[config.mk]
export PLATFORM = sky130hd
export DESIGN_NAME = floatingpoint_divider
export DESIGN_NICKNAME = d
export VERILOG_FILES = /design/src/rtl/floatingpoint_divider.sv
export SDC_FILE = /design/constraint.sdc
export NUM_CORES = 1
export LEC_CHECK = 0
export CORE_AREA = 5 5 158 160
export DETAILED_ROUTE_END_ITERATION = 12
export DIE_AREA = 0 0 163 165
export GPL_TIMING_DRIVEN = 1
export PLACE_DENSITY = 0.67
export RECOVER_POWER = 25
export SYNTH_ARGS = -nofsm -noshare
export SYNTH_HDL_FRONTEND = slang
export SYNTH_SLANG_ARGS = --single-unit
[constraint.sdc]
create_clock -name clk_i -period 6.68 [get_ports clk_i]
set_clock_uncertainty 0.05 [all_clocks]
set_input_delay 0.668 -clock clk_i [delete_from_list [all_inputs] [get_ports clk_i]]
set_output_delay 0.668 -clock clk_i [all_outputs]
set_load 0.02 [all_outputs]
[src/rtl/floatingpoint_divider.sv]
// ---------------------------------------------------------------------------
// floatingpoint_divider
//   Multi-cycle IEEE-754 single-precision divider (A / B). The mantissas are
//   divided with a bit-serial restoring divider. The result is truncated and
//   never rounded. Denormal operands are flushed to zero.
//
//   Latency is fixed. The accepting edge moves the FSM to PREP. PREP takes
//   1 edge, DIV takes 25 edges and NORM takes 1 edge. done_o is therefore high
//   in the cycle after the 27th edge that follows acceptance. Special cases
//   take the same path, so the latency does not depend on the operands.
//
// Ports
//   clk_i        : clock, rising edge
//   rst_n_i      : asynchronous active-low reset
//   start_i      : request a division (sampled only in IDLE)
//   dataA_i      : dividend (captured on the accepting edge)
//   dataB_i      : divisor  (captured on the accepting edge)
//   data_o       : registered quotient, held between results
//   busy_o       : high from the accepting edge until the edge that raises done_o
//   done_o       : one-cycle pulse marking data_o valid
//   dbg_state_o  : current FSM state (0 IDLE, 1 PREP, 2 DIV, 3 NORM)
//
// Handshake: a request is taken on any rising edge where the FSM is in IDLE
// and start_i=1. start_i and the operand inputs are ignored in every other
// state. A new request may be made in the cycle that done_o is high.
// ---------------------------------------------------------------------------
module floatingpoint_divider #(
    parameter int DATA_WIDTH = 32
) (
    input  logic                  clk_i,
    input  logic                  rst_n_i,
    input  logic                  start_i,
    input  logic [DATA_WIDTH-1:0] dataA_i,
    input  logic [DATA_WIDTH-1:0] dataB_i,
    output logic [DATA_WIDTH-1:0] data_o,
    output logic                  busy_o,
    output logic                  done_o,
    output logic [1:0]            dbg_state_o
);

    localparam logic [1:0] S_IDLE = 2'd0;
    localparam logic [1:0] S_PREP = 2'd1;
    localparam logic [1:0] S_DIV  = 2'd2;
    localparam logic [1:0] S_NORM = 2'd3;

    localparam logic [31:0] QNAN = 32'h7FC0_0000;

    logic [1:0]            r_state;
    logic [DATA_WIDTH-1:0] r_a;
    logic [DATA_WIDTH-1:0] r_b;
    logic                  r_sign;
    logic signed [9:0]     r_exp;
    logic [23:0]           r_mant_b;
    logic [25:0]           r_rem;
    logic [24:0]           r_q;
    logic [4:0]            r_cnt;
    logic                  r_special;
    logic [31:0]           r_special_val;
    logic [DATA_WIDTH-1:0] r_data;
    logic                  r_done;

    // ---- operand classification (used in PREP) ----
    logic [7:0]        w_exp_a, w_exp_b;
    logic              w_zero_a, w_zero_b, w_inf_a, w_inf_b, w_nan_a, w_nan_b;
    logic              w_sign;
    logic signed [9:0] w_exp_diff;
    logic              w_special;
    logic [31:0]       w_special_val;

    assign w_exp_a    = r_a[30:23];
    assign w_exp_b    = r_b[30:23];
    assign w_zero_a   = (w_exp_a == 8'h00);
    assign w_zero_b   = (w_exp_b == 8'h00);
    assign w_inf_a    = (w_exp_a == 8'hFF) && (r_a[22:0] == 23'd0);
    assign w_inf_b    = (w_exp_b == 8'hFF) && (r_b[22:0] == 23'd0);
    assign w_nan_a    = (w_exp_a == 8'hFF) && (r_a[22:0] != 23'd0);
    assign w_nan_b    = (w_exp_b == 8'hFF) && (r_b[22:0] != 23'd0);
    assign w_sign     = r_a[31] ^ r_b[31];
    assign w_exp_diff = $signed({2'b00, w_exp_a}) - $signed({2'b00, w_exp_b});

    // The checks are listed in priority order. The NaN result is canonical
    // and does not carry a sign. Infinity and zero take the computed sign.
    always_comb begin
        w_special     = 1'b1;
        w_special_val = QNAN;
        if (w_nan_a || w_nan_b || (w_zero_a && w_zero_b) || (w_inf_a && w_inf_b)) begin
            w_special_val = QNAN;
        end else if (w_inf_a || w_zero_b) begin
            w_special_val = {w_sign, 8'hFF, 23'd0};
        end else if (w_zero_a || w_inf_b) begin
            w_special_val = {w_sign, 31'd0};
        end else begin
            w_special     = 1'b0;
        end
    end

    // ---- restoring divide step ----
    // The remainder is always below 2*mant_b. After the left shift it fits
    // in 26 bits.
    logic w_ge;
    assign w_ge = (r_rem >= {2'b00, r_mant_b});

    // ---- normalisation (used in NORM) ----
    logic signed [9:0] w_exp_norm;
    logic [22:0]       w_frac;
    logic [31:0]       w_result;

    assign w_exp_norm = r_q[24] ? (r_exp + 10'sd127) : (r_exp + 10'sd126);
    assign w_frac     = r_q[24] ? r_q[23:1] : r_q[22:0];

    always_comb begin
        w_result = {r_sign, w_exp_norm[7:0], w_frac};
        if (r_special) begin
            w_result = r_special_val;
        end else if (w_exp_norm >= 10'sd255) begin
            w_result = {r_sign, 8'hFF, 23'd0};
        end else if (w_exp_norm <= 10'sd0) begin
            w_result = {r_sign, 31'd0};
        end
    end

    always_ff @(posedge clk_i or negedge rst_n_i) begin
        if (!rst_n_i) begin
            r_state       <= S_IDLE;
            r_a           <= '0;
            r_b           <= '0;
            r_sign        <= 1'b0;
            r_exp         <= '0;
            r_mant_b      <= '0;
            r_rem         <= '0;
            r_q           <= '0;
            r_cnt         <= '0;
            r_special     <= 1'b0;
            r_special_val <= '0;
            r_data        <= '0;
            r_done        <= 1'b0;
        end else begin
            r_done <= 1'b0;
            case (r_state)
                S_IDLE: begin
                    if (start_i) begin
                        r_a     <= dataA_i;
                        r_b     <= dataB_i;
                        r_state <= S_PREP;
                    end
                end
                S_PREP: begin
                    r_sign        <= w_sign;
                    r_exp         <= w_exp_diff;
                    r_mant_b      <= {1'b1, r_b[22:0]};
                    r_rem         <= {3'b001, r_a[22:0]};
                    r_q           <= '0;
                    r_cnt         <= '0;
                    r_special     <= w_special;
                    r_special_val <= w_special_val;
                    r_state       <= S_DIV;
                end
                S_DIV: begin
                    r_q   <= {r_q[23:0], w_ge};
                    r_rem <= (w_ge ? (r_rem - {2'b00, r_mant_b}) : r_rem) << 1;
                    r_cnt <= r_cnt + 5'd1;
                    if (r_cnt == 5'd24) begin
                        r_state <= S_NORM;
                    end
                end
                S_NORM: begin
                    r_data  <= w_result;
                    r_done  <= 1'b1;
                    r_state <= S_IDLE;
                end
                default: r_state <= S_IDLE;
            endcase
        end
    end

    assign data_o      = r_data;
    assign done_o      = r_done;
    assign busy_o      = (r_state != S_IDLE);
    assign dbg_state_o = r_state;

endmodule
# Yosys cells after proc, flatten, opt, wreduce, memory -nomap -nowiden
# Index checks and enable logic that the tools add are counted.
dict set report totals {
  register_bits 223
  input_bits 67
  output_inout_bits 36
  wordCells 71
}
dict set report classes {
  addsub 5
  magnitude_cmp 3
  eq_ne 8
  muxes 19
  n_bitwise 1
  reduce_logical 22
}
# operator count
set ops {}
lappend ops {{$mux 32} 4}
lappend ops {{$mux 31} 2}
lappend ops {{$pmux 26 s2} 1}
lappend ops {{$pmux 25 s2} 1}
lappend ops {{$logic_not 23->1} 2}
lappend ops {{$reduce_bool 23->1} 2}
lappend ops {{$ge 26x24->1} 1}
lappend ops {{$mux 25} 1}
lappend ops {{$sub 25x24->25} 1}
lappend ops {{$mux 23} 1}
lappend ops {{$add 10x8->10 const B} 2}
lappend ops {{$eq 8x8->1 const B} 2}
lappend ops {{$logic_not 8->1} 2}
lappend ops {{$ge 10x9->1 const B} 1}
lappend ops {{$le 10x1->1 const B} 1}
lappend ops {{$mux 10} 1}
lappend ops {{$pmux 5 s2} 1}
lappend ops {{$sub 8x8->9} 1}
lappend ops {{$pmux 2 s4} 1}
lappend ops {{$logic_and 1x1->1} 6}
lappend ops {{$add 5x1->5 const B} 1}
lappend ops {{$eq 5x5->1 const B} 1}
lappend ops {{$logic_or 1x1->1} 5}
lappend ops {{$eq 2x2->1 const B} 2}
lappend ops {{8 further kinds} 15}

# Depth between registers and ports, before layout
dict set report logic_depth {
  depth_word 6
  mapped_depth 13
  depth_no_buf 11
}

# Worst setup path before layout
# OpenSTA, ideal clock, no wires.
dict set report synth_timing {
  path_kind {flip-flop to flip-flop}
  from {register r_mant_b[1]}
  to {register r_rem[24]}
  setup_time_ns 0.091
  arrival_time_ns 2.592
  required_ns 6.539
  path_slack_ns 3.948
  path_stages_with_launch 11
  path_buffers 0
  period_less_slack_ns 2.732
  path_cell_list {dfrtp_1 -> inv_1 -> ha_1 -> nor2b_1 -> o31a_1 -> o311a_1 -> or4_1 -> a311oi_2 -> and4b_1 -> nor3_1 -> o221ai_1}
}
dict set report synth_via {
  elab_chain_len 3
  elab_cells_between_ends 4
  cone_classes {1 x add/sub; 1 x order compare; 2 x mux}
}
# element line
set synth_lines {}
lappend synth_lines {{start, declared} 53} ;# logic [23:0] r_mant_b;
lappend synth_lines {{start signal, assigned} 150} ;# r_mant_b <= {1'b1, r_b[22:0]};
lappend synth_lines {{$sub 25x24->25 / $ge 26x24->1 (equally long branches)} {160, 101}}
lappend synth_lines {{$mux 25 *} 160} ;# r_rem <= (w_ge ? (r_rem - {2'b00, r_mant_b}) : r_rem) << 1;
lappend synth_lines {{$pmux 26 s2 *} 139} ;# case (r_state)
lappend synth_lines {{end signal, assigned} 151} ;# r_rem <= {3'b001, r_a[22:0]};
lappend synth_lines {{end signal, assigned} 160}
lappend synth_lines {{end, declared} 54} ;# logic [25:0] r_rem;
# Every way passes the cells marked *; elsewhere a longest branch is shown, timed or not.
# A chain may end at the register's enable or synchronous reset.

# Worst setup path after layout
dict set report layout_timing {
  from {register r_q[24]}
  to {register r_data[22], in the netlist data_o[22]}
}
dict set report layout_via {
  elab_chain_len 5
  elab_cells_between_ends 7
  cone_classes {2 x order compare; 5 x mux}
}
# element line
set layout_lines {}
lappend layout_lines {{start, declared} 55} ;# logic [24:0] r_q;
lappend layout_lines {{start signal, assigned} 159} ;# r_q <= {r_q[23:0], w_ge};
lappend layout_lines {{$mux 10} 108} ;# assign w_exp_norm = r_q[24] ? (r_exp + 10'sd127) : (r_exp + 10'sd126);
lappend layout_lines {{$le 10x1->1} 117} ;# end else if (w_exp_norm <= 10'sd0) begin
lappend layout_lines {{$mux 31} 117}
lappend layout_lines {{$mux 31 *} 115} ;# end else if (w_exp_norm >= 10'sd255) begin
lappend layout_lines {{$mux 32 *} 113} ;# if (r_special) begin
lappend layout_lines {{end signal, assigned} 167} ;# r_data <= w_result;
lappend layout_lines {{end, declared} 59} ;# logic [DATA_WIDTH-1:0] r_data;
# Marks and branches as above.

==> results.md <==
* Asr flop ratio synth at 100%
* Clk buf depth at 2
* R2R setup slack at 2870 ps
* Peak supply drop at 293 uV
* P per Cell Area at 536 nW/um2
* Final HPWL DP at 16.8 mm
* # hold bufs at CTS at 0
* 1st-iter DRT viols at 503
* Setup Fix Bufs, Post-CTS at 0
* I/O pin count at 103
* RSZ-0062 raised after global routing: no
* Synth warn at 0
* Post-CTS sizing at 0
* Leak at 5.14 nW
* Status: finished, violations left
* CTS tree: done
* Cts bufs inserted at 17
* Worst Path Arrival at 4090 ps
* DRC viols at 0
* Height of the die at 165 um
* Net Count, Synth at 1199
* Failing checks: max-capacitance violations, max-slew violations
* Fmax at 262 MHz
* DIE WIDTH at 163 um
* # rows at 56
* Max Cap Violations at 2
* Die ar. at 26900 um2
* Launching point of the worst reg2reg path: r_q[24]$_DFFE_PN0P_
* Final Util at 52.4%
* Syn avg cell area at 9.46 um2
* Clock sinks at 193
* Synth cell types at 69
* Via count at 7918
* Starting density of the core at 44.2%
* Vias in the first global route at 7838
* GR Overflow Total at 0
* Routed Antenna Nets at 0
* CTS Root Cell: clkbuf_16
* Dpl cells at 1462
* ANT cells at 0
* Layout cells sized above 1 at 10.1%
* Synth Cell Area at 10300 um2
* Most used flip-flop cell after synthesis: dfrtp_1
* Final Hold Fails at 0
* Area post-placement at 11600 um2
* Fin. max-slew vios at 112
* Global-route wire length before repair at 39.9 mm
* # port buffers at 102
* GP Congestion at 0.889
* Seq/Total Area, Yosys at 46.9%
* Worst Tran Pin Value at 2450 ps
* CP required at 6960 ps
* Final setup vio count at 0
* Largest net degree at the start of global routing at 98
* Drt first pass iters at 5
* Synthesized flop and latch total at 193
* Reg-to-Reg End: data_o[22]$_DFFE_PN0P_
* Clock Latency Late Sink at 430 ps
* Hold WC Path Type: in2async
* Clock Pin Slew Worst Setup and Hold Paths at 70 ps
* CORE AREA at 23300 um2
* Initial antenna violation count at 0
* Vias per cell at 5.31
* Critical Path Start: r_q[24]$_DFFE_PN0P_
* Htree depth at 4
* Gr usage total at 18.2%
* Startpoint class of the critical path: register
* Hold_ws at 253 ps
* Fin nets at 1273
* Post-Synthesis Cells at 1088
* Fin area at 12200 um2
* Crit path time final at 3810 ps
* EDFF count, synth at 0
* Slew HR at -63.4%
* Fin cells at 1492
* Mean routed wirelength per cell at 15.9 um
* Worst Setup End Kind: register
* Setup crit end: data_o[22]$_DFFE_PN0P_
* Syn-to-layout area delta at 18.5%
* Tcrit/Tclk final at 57.1%
* Final wirelength at 23.7 mm
* Setup TNS at 0 ps
* Reg2reg path depth at 9
* Crit-path max FO at 34
* Critical setup path kind: reg2reg
[metal layers]
layer / up-vias / routed length, um / track usage, %
met2: 133 / 11100 / 29.5
met1: 3797 / 11500 / 25.7
met4: 0 / 311 / 4.73
met3: 22 / 784 / 2.82
met5: - / 0 / 0
li1: 3966 / - / -
[area by class of cell]
cell class,instances,area (um2)
Multi-Input combinational cell,734,4860
Fill cell,2177,11100
Clock inverter,12,195
Sequential cell,193,4830
Tap cell,319,399
Timing Repair Buffer,110,1080
Clock buffer,18,439
Inverter,106,398
[power by group]
part | switching [mW] | leakage (nW) | internal (mW)
clock network | 0.469 | 0.305 | 0.644
logic | 2.01 | 2.44 | 1.44
registers | 0.351 | 2.39 | 1.62
total | 2.83 | 5.14 | 3.70
[per-stage QoR]
stage / total power, mW / worst slack, ps
6_report: 6.53 / 2870
5_1_grt: 7.08 / 2610
4_1_cts: 6.55 / 2940
3_5_place_dp: 5.41 / 2960
3_3_place_gp: 5.35 / 3040
2_1_floorplan: 4.56 / 3950
[cell usage after synthesis (3+ instances only)]
| cell type | n | area share [%] |
|---|---|---|
| or3_1 | 19 | 1.2 |
| or2_2 | 4 | 0.24 |
| mux2_2 | 68 | 7.4 |
| ha_1 | 42 | 5.1 |
| o21a_1 | 6 | 0.44 |
| a21oi_1 | 57 | 2.8 |
| o21ai_1 | 3 | 0.15 |
| nor2_1 | 40 | 1.5 |
| and3_1 | 5 | 0.30 |
| mux2i_1 | 7 | 0.68 |
| o21bai_1 | 3 | 0.22 |
| buf_2 | 4 | 0.19 |
| xor2_1 | 12 | 1.0 |
| o221ai_1 | 4 | 0.34 |
| nor3_1 | 6 | 0.29 |
| nand3_1 | 39 | 1.9 |
| a21boi_0 | 3 | 0.22 |
| nand2b_1 | 4 | 0.24 |
| o22ai_1 | 27 | 1.6 |
| o2111ai_1 | 3 | 0.26 |
| a211o_1 | 3 | 0.26 |
| nand4_1 | 7 | 0.43 |
| xnor2_1 | 17 | 1.4 |
| a21o_1 | 20 | 1.5 |
| dfrtp_1 | 193 | 47 |
| o31ai_1 | 5 | 0.36 |
| nor2b_1 | 11 | 0.67 |
| a22o_1 | 3 | 0.26 |
| clkbuf_1 | 47 | 1.7 |
| or4_1 | 4 | 0.29 |
| nand2_1 | 127 | 4.6 |
| o21ai_0 | 117 | 5.7 |
| inv_1 | 106 | 3.9 |
| nor4_1 | 15 | 0.91 |
| nand4b_1 | 3 | 0.26 |
| and2_1 | 3 | 0.18 |
| a31oi_1 | 6 | 0.36 |
[critical path: stages (launching register included)]
cell	delay (ps)
dfrtp_1	640
buf_4	380
nor2b_1	130
or4_1	560
or3_1	390
xnor2_1	150
a41oi_1	350
nand2_1	600
a2bb2oi_1	310
a21oi_1	140
[worst min-delay path by stage]
stage	start	slack (ps)	depth (start not counted)	end
finish	rst_n_i	250	1	r_b[18]$_DFFE_PN0P_
global route	rst_n_i	320	1	r_b[18]$_DFFE_PN0P_
CTS	rst_n_i	300	1	r_mant_b[10]$_DFFE_PN0N_
detailed placement	r_mant_b[23]$_DFFE_PN0N_	390	2	r_mant_b[23]$_DFFE_PN0N_
global placement	r_mant_b[23]$_DFFE_PN0N_	390	2	r_mant_b[23]$_DFFE_PN0N_
floorplan	rst_n_i	320	0	data_o[0]$_DFFE_PN0P_
[cells in the final DEF, fill, tap and decap left out, types with 20 or more instances in the layout]
master           count
o22ai_1             27
a21o_1              20
nor2_1              40
clkdlybuf4s50_1    101
inv_1              106
nand3_1             39
a21oi_1             57
o21ai_0            117
mux2_2              68
ha_1                39
nand2_1            126
dfrtp_1            193
[state kept, by name (all words and copies together) (netlist names), 3 cells and up]
| register | count |
|---|---|
| r_rem | 26 |
| data_o | 32 |
| r_b | 32 |
| r_mant_b | 24 |
| r_exp | 9 |
| r_cnt | 5 |
| r_special_val | 3 |
| r_a | 32 |
| r_q | 25 |
[logic make-up (layout without fill, tap and decap cells)]
| family | Yosys count | in the layout | synth area share (%) |
|---|---|---|---|
| AOI/OAI and AO/OA | 288 | 288 | 17.1 |
| xor gates and xnor gates | 29 | 29 | 2.47 |
| adders and majority gates | 44 | 44 | 5.49 |
| buffers and inverters | 161 | 246 | 6.03 |
| DFF | 193 | 193 | 46.9 |
| muxes | 75 | 75 | 8.12 |
| and+or+nand+nor | 298 | 298 | 13.9 |
No activity file was read; power rests on OpenSTA's default activity.
